### config.mk
export PLATFORM = sky130hd
export DESIGN_NAME = fetch_pc_unit
export DESIGN_NICKNAME = d
export VERILOG_FILES = /design/src/rtl/fetch_pc_unit.sv
export SDC_FILE = /design/constraint.sdc
export NUM_CORES = 1
export LEC_CHECK = 0
export CORE_UTILIZATION = 52
export CTS_CLUSTER_DIAMETER = 80
export CTS_CLUSTER_SIZE = 24
export DETAILED_ROUTE_END_ITERATION = 6
export PLACE_DENSITY = 0.87
export SLEW_MARGIN = 20
export SYNTH_ARGS = -nofsm -noshare
export SYNTH_HDL_FRONTEND = slang
export SYNTH_SLANG_ARGS = --single-unit
### constraint.sdc
create_clock -name clk -period 3.2 [get_ports clk]
set_input_delay 0.64 -clock clk [delete_from_list [all_inputs] [get_ports clk]]
set_output_delay 0.64 -clock clk [all_outputs]
set_load 0.05 [all_outputs]
### src/rtl/fetch_pc_unit.sv
// Fetch stage: owns the PC, requests imem and buffers one instruction for decode.
// Fetch latency = memory latency + 1 cycle; the memory is not re-requested while decode stalls the buffer.
module fetch_pc_unit #(
  parameter logic [31:0] RESET_PC = 32'h0000_0000,
  parameter int unsigned PC_STEP  = 4
) (
  input  logic        clk,
  input  logic        reset,
  input  logic        redirect_valid,
  input  logic [31:0] redirect_pc,
  output logic        imem_req,
  output logic [31:0] imem_addr,
  input  logic        imem_ack,
  input  logic [31:0] imem_rdata,
  output logic        if_valid,
  input  logic        if_ready,
  output logic [31:0] if_instr,
  output logic [31:0] if_pc,
  output logic [31:0] if_pc_plus4
);

  typedef enum logic [1:0] {S_IDLE, S_REQ, S_FULL} state_t;

  state_t      r_state;
  logic [31:0] r_pc;
  logic [31:0] r_tgt;
  logic        r_kill;
  logic        r_vld;
  logic [31:0] r_instr;
  logic [31:0] r_if_pc;
  logic [31:0] r_if_pc4;

  logic [31:0] w_redir_pc;
  logic [31:0] w_pc_inc;

  assign w_redir_pc = redirect_pc & ~32'h3;
  assign w_pc_inc   = r_pc + 32'(PC_STEP);

  always_ff @(posedge clk) begin
    if (reset) begin
      r_state  <= S_IDLE;
      r_pc     <= RESET_PC;
      r_tgt    <= RESET_PC;
      r_kill   <= 1'b0;
      r_vld    <= 1'b0;
      r_instr  <= 32'h0;
      r_if_pc  <= 32'h0;
      r_if_pc4 <= 32'h0;
    end else begin
      case (r_state)
        S_IDLE: r_state <= S_REQ;
        S_REQ: begin
          if (!imem_ack) begin
            // Address must stay put until the ack; remember where to go instead.
            if (redirect_valid) begin
              r_kill <= 1'b1;
              r_tgt  <= w_redir_pc;
            end
          end else if (r_kill || redirect_valid) begin
            r_kill <= 1'b0;
            r_pc   <= redirect_valid ? w_redir_pc : r_tgt;
          end else begin
            r_instr  <= imem_rdata;
            r_if_pc  <= r_pc;
            r_if_pc4 <= w_pc_inc;
            r_vld    <= 1'b1;
            r_pc     <= w_pc_inc;
            r_state  <= S_FULL;
          end
        end
        S_FULL: begin
          if (redirect_valid) begin
            r_vld   <= 1'b0;
            r_pc    <= w_redir_pc;
            r_state <= S_REQ;
          end else if (if_ready) begin
            r_vld   <= 1'b0;
            r_state <= S_REQ;
          end
        end
        default: r_state <= S_IDLE;
      endcase
    end
  end

  assign imem_req    = (r_state == S_REQ);
  assign imem_addr   = r_pc;
  assign if_valid    = r_vld;
  assign if_instr    = r_instr;
  assign if_pc       = r_if_pc;
  assign if_pc_plus4 = r_if_pc4;

endmodule

==> qor.yml <==
critical_path_arrival_ps: 2080
die_w_um: 119
ys_warn_count: 0
num_rows: 42
hold_buffers: 0
numCtsBuffers: 17
layout_min_cycle_time_ps: 2720
reg2reg_from: "imem_addr[2]$_SDFFE_PP0P_"
pwr-share-comb_pct: 21.4
post-route-util_pct: 73.7
ys.flop_type: "dfxtp_1"
cts_setup_buffers: 0
area_growth_pct: 37.5
yosysSeqAreaShare_pct: 45.3
synth_edf_count: 0
worstSkewPairLatency_ps: 430
clkTransAtPathRegs_ps: 60
holdCritPathClass: "flop to flop"
setup-violations-final: 0
grt_max_degree: 64
gp_congestion: 0.845
drive_above_1_share_pct: 7.19
final_net_count: 1158
coreArea_um2: 13300
synth_top_area_share_pct: 45.3
cts_resized: 0
dp_hpwl_um: 13900
status: "finished, final reports clean"
fmax_mhz: 368
met2_usage_pct: 46.1
synth_top_cell_by_area: "dfxtp_1"
reg2reg_depth: 6
routed_via_density: 5.78
finalCritPeriodShare_pct: 85.0
crit_fanout: 9
wl_per_cell_um: 16.3
start_util_pct: 53.6
end_kind: "output pin"
tightestPinTransition_ps: 766
synth-seq-cells: 162
hold_viol: 0
postSynthAreaPerCell_um2: 7.71
drc: 0
cts.sinks: 162
ant_nets: 0
hold_depth: 2
portBuffers: 196
drt_wl_total_um: 20800
hold_start: "r_tgt[13]$_SDFFE_PP0P_"
ys_async_sr_fraction_pct: 0
worstSetupPathType: "flop to output pin"
max_cap_violations: 0
synthTopCellsByArea: "dfxtp_1, nand2_1, a21oi_1, o21ai_0, clkbuf_1"
die_h_um: 119
grt_first_pass_wirelength_um: 32700
firstDrtPassIters: 5
ir_worst_vdd_mv: 0.353
power.internal_mw: 3.87
grt_util_met3_pct: 7.52
grt.met1_usage_pct: 35.5
p_switching_mw: 1.70
rsz0062_at_grt: "no"
p_sw_share_pct: 30.6
power.density_nw_per_um2: 567
synth_commonest_cells: "nand2_1, dfxtp_1, a21oi_1"
via_count: 7366
start_kind: "flop"
synth_area_um2: 7150
total_leakage_power_nw: 3.34
io_pins: 199
root_buffer: "clkbuf_16"
synth.most_common_cell: "nand2_1"
die_area_um2: 14200
ys_types: 57
cts_buffer_depth: 2
hold_path_end: "r_tgt[13]$_SDFFE_PP0P_"
cts_tree: "done"
critical_path_required_ps: 2560
final-max-slew-violation-count: 0
grtUsageTotal_pct: 29.0
relSlewSlack_pct: 48.9
p_clk_share_pct: 38.0
antenna_found_initial: 1
seqPwrFrac_pct: 40.5
cts_max_level: 4
rrSetupSlack_ps: 540
drtIter0Drc: 681
grt_pass1_vias: 6665
r2r_end: "imem_addr[28]$_SDFFE_PP0P_"
worst_clock_skew_ps: 4.60
fin_tns_setup_ps: 0
busiest_layer: "met2"
overflow: 0
netlist_instances: 928
syn_nets: 1001
-- flip-flops by register name, indices dropped and copies added, names as in the netlist --
| name | count |
|---|---|
| if_instr | 32 |
| if_pc | 32 |
| if_pc_plus4 | 30 |
| if_valid | 1 |
| imem_addr | 32 |
| r_kill | 1 |
| r_state | 2 |
| r_tgt | 32 |
-- logic make-up after synthesis --
logic type               synth area share, %
AND/OR/NAND/NOR                         23.5
AO/OA/AOI/OAI                           21.0
flip-flops                              45.3
buffers and inverters                   5.51
XOR/XNOR                                3.43
multiplexers                           0.560
adder cells (fa/ha/maj)                0.700
-- routing by layer --
metal	vias to the layer above	part of all wire [%]
met3	76	8.2
met4	0	4.3
li1	3510	-
met2	376	47
met5	-	0
met1	3404	40
-- worst max-delay path, stage by stage, from the launching register on --
cell             delay (ps)
dfxtp_1                 320
inv_1                    90
ha_1                    340
clkdlybuf4s50_1         900
-- placed cells by master (no fill, tap or decap), types with 4 or more instances in the layout --
cell type,Yosys,layout
a211oi_1,12,12
a21oi_1,155,155
a31o_2,4,4
a31oi_1,9,9
and3_1,8,8
buf_4,5,23
bufinv_16,0,4
clkbuf_1,59,4
clkbuf_16,0,17
clkdlybuf4s50_1,0,195
dfxtp_1,162,162
ha_1,4,4
inv_1,11,11
mux2i_1,4,4
nand2_1,238,238
nand3_1,29,28
nand4_1,15,15
nor2_1,37,35
nor3_1,6,5
nor4_1,4,4
o211ai_1,7,7
o21ai_0,51,51
o311ai_0,4,4
or2_2,7,7
xnor2_1,10,10
xor2_1,18,18
-- metrics by stage --
stage                     power (mW)  hold WS (ps)  setup WS [ps]  area (um^2)  std cells
final                           5.57           451            481         9840       1275
after global routing            5.77           466            417         9830       1274
after CTS                       5.58           452            494         9830       1274
after detailed placement        3.48           444            376         9220       1242
after global placement          3.46           437            444         9220       1242
after floorplan                 3.03           431            826         7150        928
-- how the worst max path moves through the flow --
| stage | cells past startpoint | start | slack (ps) | end |
|---|---|---|---|---|
| detailed placement | 5 | redirect_valid | 380 | imem_addr[30]$_SDFFE_PP0P_ |
| global placement | 5 | redirect_valid | 440 | imem_addr[24]$_SDFFE_PP0P_ |
| global route | 3 | r_state[1]$_SDFFE_PP0P_ | 420 | imem_req |
| CTS | 3 | r_state[1]$_SDFFE_PP0P_ | 490 | imem_req |
| finish | 3 | r_state[1]$_SDFFE_PP0P_ | 480 | imem_req |
| floorplan | 6 | imem_addr[2]$_SDFFE_PP0P_ | 830 | imem_addr[28]$_SDFFE_PP0P_ |
-- final cells by class --
cell class                      count  area (um^2)
Antenna cell                        1         2.50
Clock buffer                       22          454
Clock inverter                     10          158
Fill cell                        1040         3510
Inverter                           11         41.3
Multi-Input combinational cell    672         3530
Sequential cell                   162         3240
Tap cell                          176          220
Timing Repair Buffer              221         2180
-- power groups by stage --
| stage | registers (mW) | clock network [mW] | logic [mW] |
|---|---|---|---|
| 3_5_place_dp | 2.30 | 0 | 1.18 |
| 3_3_place_gp | 2.30 | 0 | 1.16 |
| 2_1_floorplan | 2.58 | 0 | 0.449 |
| 6_report | 2.26 | 2.12 | 1.19 |
| 5_1_grt | 2.27 | 2.23 | 1.26 |
| 4_1_cts | 2.26 | 2.13 | 1.19 |
Note: power is estimated with default switching activity, not from simulation.
